[src/rtl/bus_arbiter_if.sv]
// bus_arbiter_if: per-master request/response lanes plus the shared downstream bus.
interface bus_arbiter_if #(
  parameter int N_MASTERS = 2,
  parameter int ADDR_W = 32,
  parameter int DATA_W = 32
);
  logic [N_MASTERS-1:0] i_req_DV;
  logic [N_MASTERS*ADDR_W-1:0] i_req_address;
  logic [N_MASTERS*DATA_W-1:0] i_req_data;
  logic [N_MASTERS*3-1:0] i_req_bhw;
  logic [N_MASTERS-1:0] i_req_write_notread;
  logic [N_MASTERS-1:0] o_resp_DV;
  logic o_resp_err;
  logic [DATA_W-1:0] o_resp_data;
  logic [N_MASTERS-1:0] o_req_dropped;
  logic [ADDR_W-1:0] o_bus_address;
  logic [DATA_W-1:0] o_bus_data;
  logic [2:0] o_bhw;
  logic o_write_notread;
  logic o_bus_DV;
  logic [DATA_W-1:0] i_bus_data;
  logic i_bus_DV;
  modport slave (
    input i_req_DV, i_req_address, i_req_data, i_req_bhw, i_req_write_notread, i_bus_data, i_bus_DV,
    output o_resp_DV, o_resp_err, o_resp_data, o_req_dropped, o_bus_address, o_bus_data, o_bhw,
    output o_write_notread, o_bus_DV
  );
  modport master (
    output i_req_DV, i_req_address, i_req_data, i_req_bhw, i_req_write_notread, i_bus_data, i_bus_DV,
    input o_resp_DV, o_resp_err, o_resp_data, o_req_dropped, o_bus_address, o_bus_data, o_bhw,
    input o_write_notread, o_bus_DV
  );
endinterface

[src/rtl/bus_arbiter.sv]
// bus_arbiter: round-robin arbiter sharing one memory bus among N masters, with per-transaction timeout.
module bus_arbiter #(
  parameter int N_MASTERS = 2,
  parameter int ADDR_W = 32,
  parameter int DATA_W = 32,
  parameter int TIMEOUT = 255
) (
  input logic i_clk,
  input logic i_rst_n,
  bus_arbiter_if.slave bus
);
  localparam int PW = $clog2(N_MASTERS);
  localparam int TW = (TIMEOUT > 1) ? $clog2(TIMEOUT) : 1;
  localparam logic [TW-1:0] T_LAST = TW'((TIMEOUT > 0) ? TIMEOUT - 1 : 0);
  localparam logic [PW-1:0] G_LAST = PW'(N_MASTERS - 1);
  typedef enum logic [1:0] {IDLE, ISSUE, WAIT} state_t;
  state_t r_state, w_next;
  logic [N_MASTERS-1:0] r_pend, r_wnr, r_drop, r_resp;
  logic [ADDR_W-1:0] r_addr [N_MASTERS];
  logic [DATA_W-1:0] r_data [N_MASTERS];
  logic [2:0] r_bhw [N_MASTERS];
  logic [PW-1:0] r_ptr, r_grant, w_grant;
  logic [TW-1:0] r_timer;
  logic w_hit, w_done;
  int w_idx;
  logic r_bus_DV, r_bus_wnr, r_err;
  logic [ADDR_W-1:0] r_bus_addr;
  logic [DATA_W-1:0] r_bus_data, r_rdata;
  logic [2:0] r_bus_bhw;
  // Scanning from the farthest slot back to ptr leaves the first pending master at or after ptr.
  always_comb begin
    w_hit = 1'b0;
    w_grant = '0;
    w_idx = 0;
    for (int k = N_MASTERS - 1; k >= 0; k--) begin
      w_idx = int'(r_ptr) + k;
      w_idx = (w_idx >= N_MASTERS) ? w_idx - N_MASTERS : w_idx;
      if (r_pend[w_idx[PW-1:0]]) begin
        w_hit = 1'b1;
        w_grant = w_idx[PW-1:0];
      end
    end
  end
  // The response cycle itself is never a granting cycle, so back-to-back issues are spaced by IDLE, ISSUE.
  always_comb begin
    w_done = (r_state == WAIT) && (bus.i_bus_DV || (TIMEOUT != 0 && r_timer == T_LAST));
    w_next = (r_state == IDLE) ? ((w_hit && ~|r_resp) ? ISSUE : IDLE) :
             (r_state == ISSUE) ? WAIT :
             (w_done ? IDLE : WAIT);
  end
  always_ff @(posedge i_clk or negedge i_rst_n)
    if (!i_rst_n) r_state <= IDLE;
    else r_state <= w_next;
  always_ff @(posedge i_clk or negedge i_rst_n) begin
    if (!i_rst_n) begin
      r_pend <= '0;
      r_wnr <= '0;
      r_drop <= '0;
      r_resp <= '0;
      for (int i = 0; i < N_MASTERS; i++) begin
        r_addr[i] <= '0;
        r_data[i] <= '0;
        r_bhw[i] <= '0;
      end
      r_ptr <= '0;
      r_grant <= '0;
      r_timer <= '0;
      r_bus_DV <= 1'b0;
      r_bus_wnr <= 1'b0;
      r_err <= 1'b0;
      r_bus_addr <= '0;
      r_bus_data <= '0;
      r_rdata <= '0;
      r_bus_bhw <= '0;
    end else begin
      r_drop <= bus.i_req_DV & r_pend;
      for (int i = 0; i < N_MASTERS; i++)
        if (bus.i_req_DV[i] && !r_pend[i]) begin
          r_pend[i] <= 1'b1;
          r_addr[i] <= bus.i_req_address[i*ADDR_W +: ADDR_W];
          r_data[i] <= bus.i_req_data[i*DATA_W +: DATA_W];
          r_bhw[i] <= bus.i_req_bhw[i*3 +: 3];
          r_wnr[i] <= bus.i_req_write_notread[i];
        end
      r_timer <= (r_state == WAIT) ? r_timer + 1'b1 : '0;
      r_bus_DV <= (w_next == ISSUE);
      if (w_next == ISSUE) begin
        r_grant <= w_grant;
        r_bus_addr <= r_addr[w_grant];
        r_bus_data <= r_data[w_grant];
        r_bus_bhw <= r_bhw[w_grant];
        r_bus_wnr <= r_wnr[w_grant];
      end
      r_resp <= '0;
      if (w_done) begin
        r_resp[r_grant] <= 1'b1;
        r_err <= ~bus.i_bus_DV;
        r_rdata <= bus.i_bus_DV ? bus.i_bus_data : '0;
        r_pend[r_grant] <= 1'b0;
        r_ptr <= (r_grant == G_LAST) ? '0 : r_grant + 1'b1;
      end
    end
  end
  assign bus.o_resp_DV = r_resp;
  assign bus.o_resp_err = r_err;
  assign bus.o_resp_data = r_rdata;
  assign bus.o_req_dropped = r_drop;
  assign bus.o_bus_address = r_bus_addr;
  assign bus.o_bus_data = r_bus_data;
  assign bus.o_bhw = r_bus_bhw;
  assign bus.o_write_notread = r_bus_wnr;
  assign bus.o_bus_DV = r_bus_DV;
endmodule

[src/flat_wrapper.sv]
// flat-port wrapper written by rule: the top's interface ports become plain ports
module bus_arbiter_flat 
#(
  parameter int N_MASTERS = 2,
  parameter int ADDR_W = 32,
  parameter int DATA_W = 32,
  parameter int TIMEOUT = 255
)
  (i_clk, i_rst_n, bus_i_req_DV, bus_i_req_address, bus_i_req_data, bus_i_req_bhw, bus_i_req_write_notread, bus_i_bus_data, bus_i_bus_DV, bus_o_resp_DV, bus_o_resp_err, bus_o_resp_data, bus_o_req_dropped, bus_o_bus_address, bus_o_bus_data, bus_o_bhw, bus_o_write_notread, bus_o_bus_DV);
  bus_arbiter_if #(.N_MASTERS(N_MASTERS), .ADDR_W(ADDR_W), .DATA_W(DATA_W)) bus_i ();
  input logic i_clk;
  input logic i_rst_n;
  input wire logic [$bits(bus_i.i_req_DV)-1:0] bus_i_req_DV;
  input wire logic [$bits(bus_i.i_req_address)-1:0] bus_i_req_address;
  input wire logic [$bits(bus_i.i_req_data)-1:0] bus_i_req_data;
  input wire logic [$bits(bus_i.i_req_bhw)-1:0] bus_i_req_bhw;
  input wire logic [$bits(bus_i.i_req_write_notread)-1:0] bus_i_req_write_notread;
  input wire logic [$bits(bus_i.i_bus_data)-1:0] bus_i_bus_data;
  input wire logic [$bits(bus_i.i_bus_DV)-1:0] bus_i_bus_DV;
  output wire logic [$bits(bus_i.o_resp_DV)-1:0] bus_o_resp_DV;
  output wire logic [$bits(bus_i.o_resp_err)-1:0] bus_o_resp_err;
  output wire logic [$bits(bus_i.o_resp_data)-1:0] bus_o_resp_data;
  output wire logic [$bits(bus_i.o_req_dropped)-1:0] bus_o_req_dropped;
  output wire logic [$bits(bus_i.o_bus_address)-1:0] bus_o_bus_address;
  output wire logic [$bits(bus_i.o_bus_data)-1:0] bus_o_bus_data;
  output wire logic [$bits(bus_i.o_bhw)-1:0] bus_o_bhw;
  output wire logic [$bits(bus_i.o_write_notread)-1:0] bus_o_write_notread;
  output wire logic [$bits(bus_i.o_bus_DV)-1:0] bus_o_bus_DV;
  assign bus_i.i_req_DV = bus_i_req_DV;
  assign bus_i.i_req_address = bus_i_req_address;
  assign bus_i.i_req_data = bus_i_req_data;
  assign bus_i.i_req_bhw = bus_i_req_bhw;
  assign bus_i.i_req_write_notread = bus_i_req_write_notread;
  assign bus_i.i_bus_data = bus_i_bus_data;
  assign bus_i.i_bus_DV = bus_i_bus_DV;
  assign bus_o_resp_DV = bus_i.o_resp_DV;
  assign bus_o_resp_err = bus_i.o_resp_err;
  assign bus_o_resp_data = bus_i.o_resp_data;
  assign bus_o_req_dropped = bus_i.o_req_dropped;
  assign bus_o_bus_address = bus_i.o_bus_address;
  assign bus_o_bus_data = bus_i.o_bus_data;
  assign bus_o_bhw = bus_i.o_bhw;
  assign bus_o_write_notread = bus_i.o_write_notread;
  assign bus_o_bus_DV = bus_i.o_bus_DV;
  bus_arbiter #(.N_MASTERS(N_MASTERS), .ADDR_W(ADDR_W), .DATA_W(DATA_W), .TIMEOUT(TIMEOUT)) u_core (.i_clk(i_clk), .i_rst_n(i_rst_n), .bus(bus_i));
endmodule
[config.mk]
export PLATFORM = sky130hd
export DESIGN_NAME = bus_arbiter_flat
export DESIGN_NICKNAME = d
export VERILOG_FILES = /design/src/rtl/bus_arbiter_if.sv /design/src/rtl/bus_arbiter.sv /design/src/flat_wrapper.sv
export SDC_FILE = /design/constraint.sdc
export NUM_CORES = 1
export LEC_CHECK = 0
export BUFFER_PORTS_ARGS = -buffer_cell sky130_fd_sc_hd__buf_4
export CORE_ASPECT_RATIO = 1.2
export CORE_MARGIN = 1
export CORE_UTILIZATION = 35
export CTS_CLUSTER_DIAMETER = 200
export DETAILED_ROUTE_END_ITERATION = 6
export HOLD_SLACK_MARGIN = 0.08
export MAX_ROUTING_LAYER = met4
export PLACE_DENSITY = 0.54
export RECOVER_POWER = 25
export SKIP_CTS_REPAIR_TIMING = 1
export SLEW_MARGIN = 30
export SYNTH_ARGS = -nofsm -noshare
export SYNTH_HDL_FRONTEND = slang
export SYNTH_SLANG_ARGS = --single-unit
[constraint.sdc]
create_clock -name i_clk -period 2.3 [get_ports i_clk]
set_input_delay 0.46 -clock i_clk [delete_from_list [all_inputs] [get_ports i_clk]]
set_output_delay 0.46 -clock i_clk [all_outputs]
set_load 0.02 [all_outputs]
# [Word level (Yosys, flattened, before mapping)]
# Index checks and enable logic that the tools add are counted.
[word_totals] ff_bits=256 in_bits=173 elab_cells=89
[classes] n_addsub=5 magnitude_cmp=8 n_eq_ne=4 mux=34 n_bitwise=5 reduce_logical=11
[op_table] operator="2-to-1 mux 32 bit" n=7
[op_table] operator="2-to-1 mux 1 bit" n=17
[op_table] operator="2-to-1 mux 2 bit" n=5
[op_table] operator="2-to-1 mux 3 bit" n=3
[op_table] operator="adder 8 x 1 -> 8 bit, second input constant" n=1
[op_table] operator="== test 8 bit, second input constant" n=1
[op_table] operator="< comparator 1 x 2 -> 1 bit, second input constant" n=4
[op_table] operator="2-to-1 mux 8 bit" n=1
[op_table] operator="logical AND 1 bit" n=5
[op_table] operator="AND 2 bit" n=2
[op_table] operator="== test 2 x 1 -> 1 bit, second input constant" n=2
[op_table] operator="greater-or-equal comparator 2 bit, second input constant" n=2
[op_table] operator="zero test 1 bit" n=3
[op_table] operator="adder 1 x 1 -> 2 bit, second input constant" n=1
[op_table] operator="== test 2 bit, second input constant" n=1
[op_table] operator="greater-or-equal comparator 1 x 2 -> 1 bit, second input constant" n=1
[op_table] operator="zero test 2 bit" n=1
[op_table] operator="NOT 1 -> 2 bit" n=1
[op_table] operator="NOT 2 bit" n=1
[op_table] operator="OR reduction 2 bit" n=1
[op_table] operator="subtractor 1 bit, second input constant" n=2
[op_table] operator="adder 1 bit, second input constant" n=1
[op_table] operator="demux 1 bit (select 1 bit)" n=1
[op_table] operator="greater-or-equal comparator 1 bit, second input constant" n=1
[op_table] operator="2 further kinds" n=2

# [Logic depth before layout (Yosys ltp)]
[logic_depth] word_depth=11 mapped_depth=8 mapped_depth_nobuf=6

# [Worst setup path after synthesis]
# Ideal clock, no wire load.
[synth_timing] kind="register to register" from="register u_core.r_state[0]" to="register u_core.r_grant" setup_time_ns=0.129 t_arrival_ns=1.528 path_slack_ns=0.642 stages_incl_launch_ff=6 n_path_buf=2 synth_period_minus_slack_ns=1.658 cell_sequence="dfrtp_1 -> or4_4 -> nor2_4 -> buf_6 -> buf_4 -> o22ai_1"
[synth_via] elab_chain_cells=6 elab_cells_between_ends=8
[synth_lines] element="from (decl)" line_no="bus_arbiter.sv:17" source="state_t r_state, w_next;"
[synth_lines] element="from (signal assigned)" line_no="bus_arbiter.sv:53" source="else r_state <= w_next;"
[synth_lines] element="== test 2 bit" line_no="bus_arbiter.sv:46" source="w_done = (r_state == WAIT) && (bus.i_bus_DV || (TIMEOUT != 0 && r_timer == T_LAST));"
[synth_lines] element="logical AND 1 bit" line_no="bus_arbiter.sv:46"
[synth_lines] element="2-to-1 mux 2 bit" line_no="bus_arbiter.sv:49" source="(w_done ? IDLE : WAIT);"
[synth_lines] element="2-to-1 mux 2 bit" line_no="bus_arbiter.sv:48" source="(r_state == ISSUE) ? WAIT :"
[synth_lines] element="2-to-1 mux 2 bit *" line_no="bus_arbiter.sv:47" source="w_next = (r_state == IDLE) ? ((w_hit && ~|r_resp) ? ISSUE : IDLE) :"
[synth_lines] element="== test 2 x 1 -> 1 bit *" line_no="bus_arbiter.sv:87" source="if (w_next == ISSUE) begin"
[synth_lines] element="to (signal assigned)" line_no="bus_arbiter.sv:88" source="r_grant <= w_grant;"
[synth_lines] element="to (decl)" line_no="bus_arbiter.sv:22" source="logic [PW-1:0] r_ptr, r_grant, w_grant;"
# Every way passes the cells marked *; elsewhere a longest branch is shown, timed or not.
# A chain may end at the register's enable or synchronous reset.

# [Worst setup path in the final report]
[layout_timing] from="register u_core.r_state[1]" to="register u_core.r_bus_addr[13] (netlist: u_core.bus.o_bus_address[13])"
[layout_via] elab_chain_cells=6 elab_cells_between_ends=8
[layout_lines] element="== test 2 bit" line_no="bus_arbiter.sv:46"
[layout_lines] element="logical AND 1 bit" line_no="bus_arbiter.sv:46"
[layout_lines] element="2-to-1 mux 2 bit" line_no="bus_arbiter.sv:49"
[layout_lines] element="2-to-1 mux 2 bit" line_no="bus_arbiter.sv:48"
[layout_lines] element="2-to-1 mux 2 bit *" line_no="bus_arbiter.sv:47"
[layout_lines] element="== test 2 x 1 -> 1 bit *" line_no="bus_arbiter.sv:87"
[layout_lines] element="to (signal assigned)" line_no="bus_arbiter.sv:89" source="r_bus_addr <= r_addr[w_grant];"
[layout_lines] element="to (decl)" line_no="bus_arbiter.sv:27" source="logic [ADDR_W-1:0] r_bus_addr;"
# Marks and branches as above.

==> reports/qor.yml <==
outcome: "complete, no violations"
worst-path-buf-inv: 1
cts_root_buffer: "clkbuf_16"
crit_path_max_fanout: 68
rows: 68
finalClockSkew_ns: 0.00693
crit_type: "register to register"
post-route-period-util_pct: 78.1
timing.rr.end: "u_core.bus.o_bus_address[13]"
maxCapViolations: 0
clock_latency_ns: 0.54
overflow: 0
endpoint_kind: "register"
synth_area_um2: 10300
synthArstFlopShare_pct: 100
setup_tns_ns: 0
grt_usage_pct: 16.5
ff2ff_setup_slack_ns: 0.50
avgSynthCellArea_um2: 14.2
seq_area_um2: 6380
antenna_cells: 0
cp_top_family: "simple AND/OR/NAND/NOR gates"
cts_tree: "built"
nets: 1175
grt_pass1_vias: 6742
grt_pass1_wl_um: 37700
r2r_cells: 5
relSlewSlack_pct: 51.8
synth_flop_cell: "dfrtp_1"
die_area_um2: 30100
postRouteAntennaNets: 0
gp_congestion: 0.722
cp_slowest_cell: "or4_4"
synth_warnings: 0
drv_slew: 0
tightest_slew_ns: 0.723
yosysSeqAreaShare_pct: 62.0
worstHoldStart: "bus_i_bus_data[31]"
drc: 0
cp.required_ns: 2.77
dr_total_vias: 6534
clk_pin_slew_ns: 0.06
wire_per_inst_um: 17.0
setup_viol: 0
coreArea_um2: 28800
p_leak_nw: 6.31
r2r-start: "u_core.r_state[1]"
cp.arrival_ns: 2.26
fin_ws_ns: 0.503
holdCritPathClass: "input port to register"
io_pins: 279
multi_input_area_um2: 3610
antenna_found_initial: 0
place_ws_ns: 0.506
portBuffers: 278
synth-edff-count: 0
clk_path_buf_depth: 3
viasPerCell: 4.65
areaGrowthSynthToFinish_pct: 33.6
syn_nets: 900
layout_common_cells: "buf_4 (278), dfrtp_1 (255), mux2_2 (137)"
drive_above_1_share_pct: 51.7
cp_cell_sequence: "or4_4 > nor2_4 > buf_12 > nor2_1 > a21oi_2"
rsz0062_at_grt: "no"
dieWidth_um: 158
drtPass1Iterations: 4
drtIter0Drc: 254
ir_worst_vdd_mv: 0.829
drt-total-wl_um: 23900
h-tree-depth: 1
numCtsBuffers: 29
hold_path_depth: 2
synth_cell_types: 30
synth_seq_cells: 255
whs_endpoint: "u_core.bus.o_resp_data[31]"
crit_path_start_kind: "register"
syn_inst: 725
final_common_cell: "buf_4"
period_minus_slack_ns: 1.80
grt_max_degree: 71
nFillCells: 2627
clock.fmax_ghz: 0.556
dp_hpwl_um: 15700
power_density_nw_per_um2: 1550
start_util_pct: 35.7
hold_violations: 0
dieHeight_um: 190
cpPeakStageDelay_ns: 0.56
cts_sinks: 255
-- worst max-delay path by stage --
| stage | slack [ns] | depth (start not counted) | start | to |
|---|---|---|---|---|
| after global placement | 0.53 | 5 | u_core.r_state[1] | u_core.bus.o_bus_data[9] |
| after global routing | 0.38 | 5 | u_core.r_state[1] | u_core.bus.o_bus_address[13] |
| after detailed placement | 0.51 | 5 | u_core.r_state[1] | u_core.bus.o_bus_address[13] |
| final | 0.50 | 5 | u_core.r_state[1] | u_core.bus.o_bus_address[13] |
| after CTS | 0.49 | 5 | u_core.r_state[1] | u_core.bus.o_bus_address[13] |
| after floorplan | 0.64 | 5 | u_core.r_state[0] | u_core.r_grant |
-- report_power, final --
| part | internal [W] | switching, W | total, W | leakage, nW |
|---|---|---|---|---|
| registers | 0.00673 | 0.00115 | 0.00787 | 3.03 |
| logic | 0.00437 | 0.00459 | 0.00896 | 2.81 |
| clock network | 0.00274 | 0.00180 | 0.00454 | 0.472 |
| total | 0.0138 | 0.00754 | 0.0214 | 6.31 |
-- cells in the mapped netlist, drive strengths merged, types with 2 or more instances --
| cell type | instances | area [um^2] |
|---|---|---|
| dfrtp | 255 | 6380 |
| mux2 | 137 | 1540 |
| nor2 | 80 | 308 |
| a21oi | 70 | 538 |
| mux2i | 68 | 681 |
| buf | 41 | 287 |
| a22o | 32 | 280 |
| clkbuf | 7 | 26.3 |
| nor2b | 4 | 25.0 |
| and2 | 3 | 18.8 |
| inv | 3 | 11.3 |
| nand3 | 3 | 15.0 |
| xor2 | 3 | 26.3 |
| and3 | 2 | 12.5 |
| ha | 2 | 25.0 |
| nand2b | 2 | 12.5 |
| o21ai | 2 | 10.0 |
| o22a | 2 | 17.5 |
| xnor2 | 2 | 17.5 |
-- layout make-up --
| type | count | area share, % |
|---|---|---|
| tap | 385 | 3.51 |
| sequential | 255 | 46.4 |
| clock inverter | 6 | 0.428 |
| clock buffer | 46 | 6.47 |
| timing repair buffer | 292 | 16.8 |
| multi-input combinational | 419 | 26.2 |
| inverter | 3 | 0.0819 |
-- per-stage QoR --
step	total power, W	cell area (um^2)	hold slack (ns)	cells	utilization, %
2_1_floorplan	0.0142	10300	0.164	725	-
3_3_place_gp	0.0170	12800	0.447	1353	44.5
3_5_place_dp	0.0171	12800	0.456	1353	44.5
4_1_cts	0.0218	13800	-0.121	1405	47.7
5_1_grt	0.0229	13700	0.109	1406	47.6
6_report	0.0214	13700	0.135	1406	47.6
-- per-layer routing --
layer	GRT usage (%)	wire length, um	vias up
met4	4.29	401	0
met5	-	0	-
li1	-	-	3095
met1	21.1	10300	3240
met2	26.8	11800	170
met3	3.17	1450	29
-- logic make-up after synthesis --
logic type | synth area share (%)
adder cells (fa/ha/maj) | 0.243
XOR/XNOR | 0.426
flip-flops | 62.0
AND/OR/NAND/NOR | 4.10
AO/OA/AOI/OAI | 8.42
buffers and inverters | 3.15
multiplexers | 21.6
-- registers in the layout, indices dropped and copies added (netlist names), 2 cells and up --
signal,flops
u_core.r_wnr,2
u_core.bus.o_bus_address,32
u_core.bus.o_req_dropped,2
u_core.bus.o_resp_DV,2
u_core.bus.o_resp_data,32
u_core.bus.o_bus_data,32
u_core.r_timer,8
u_core.r_data,64
u_core.r_state,2
u_core.r_bhw,6
u_core.r_pend,2
u_core.r_addr,64
u_core.bus.o_bhw,3
Note: power is estimated with default switching activity, not from simulation.
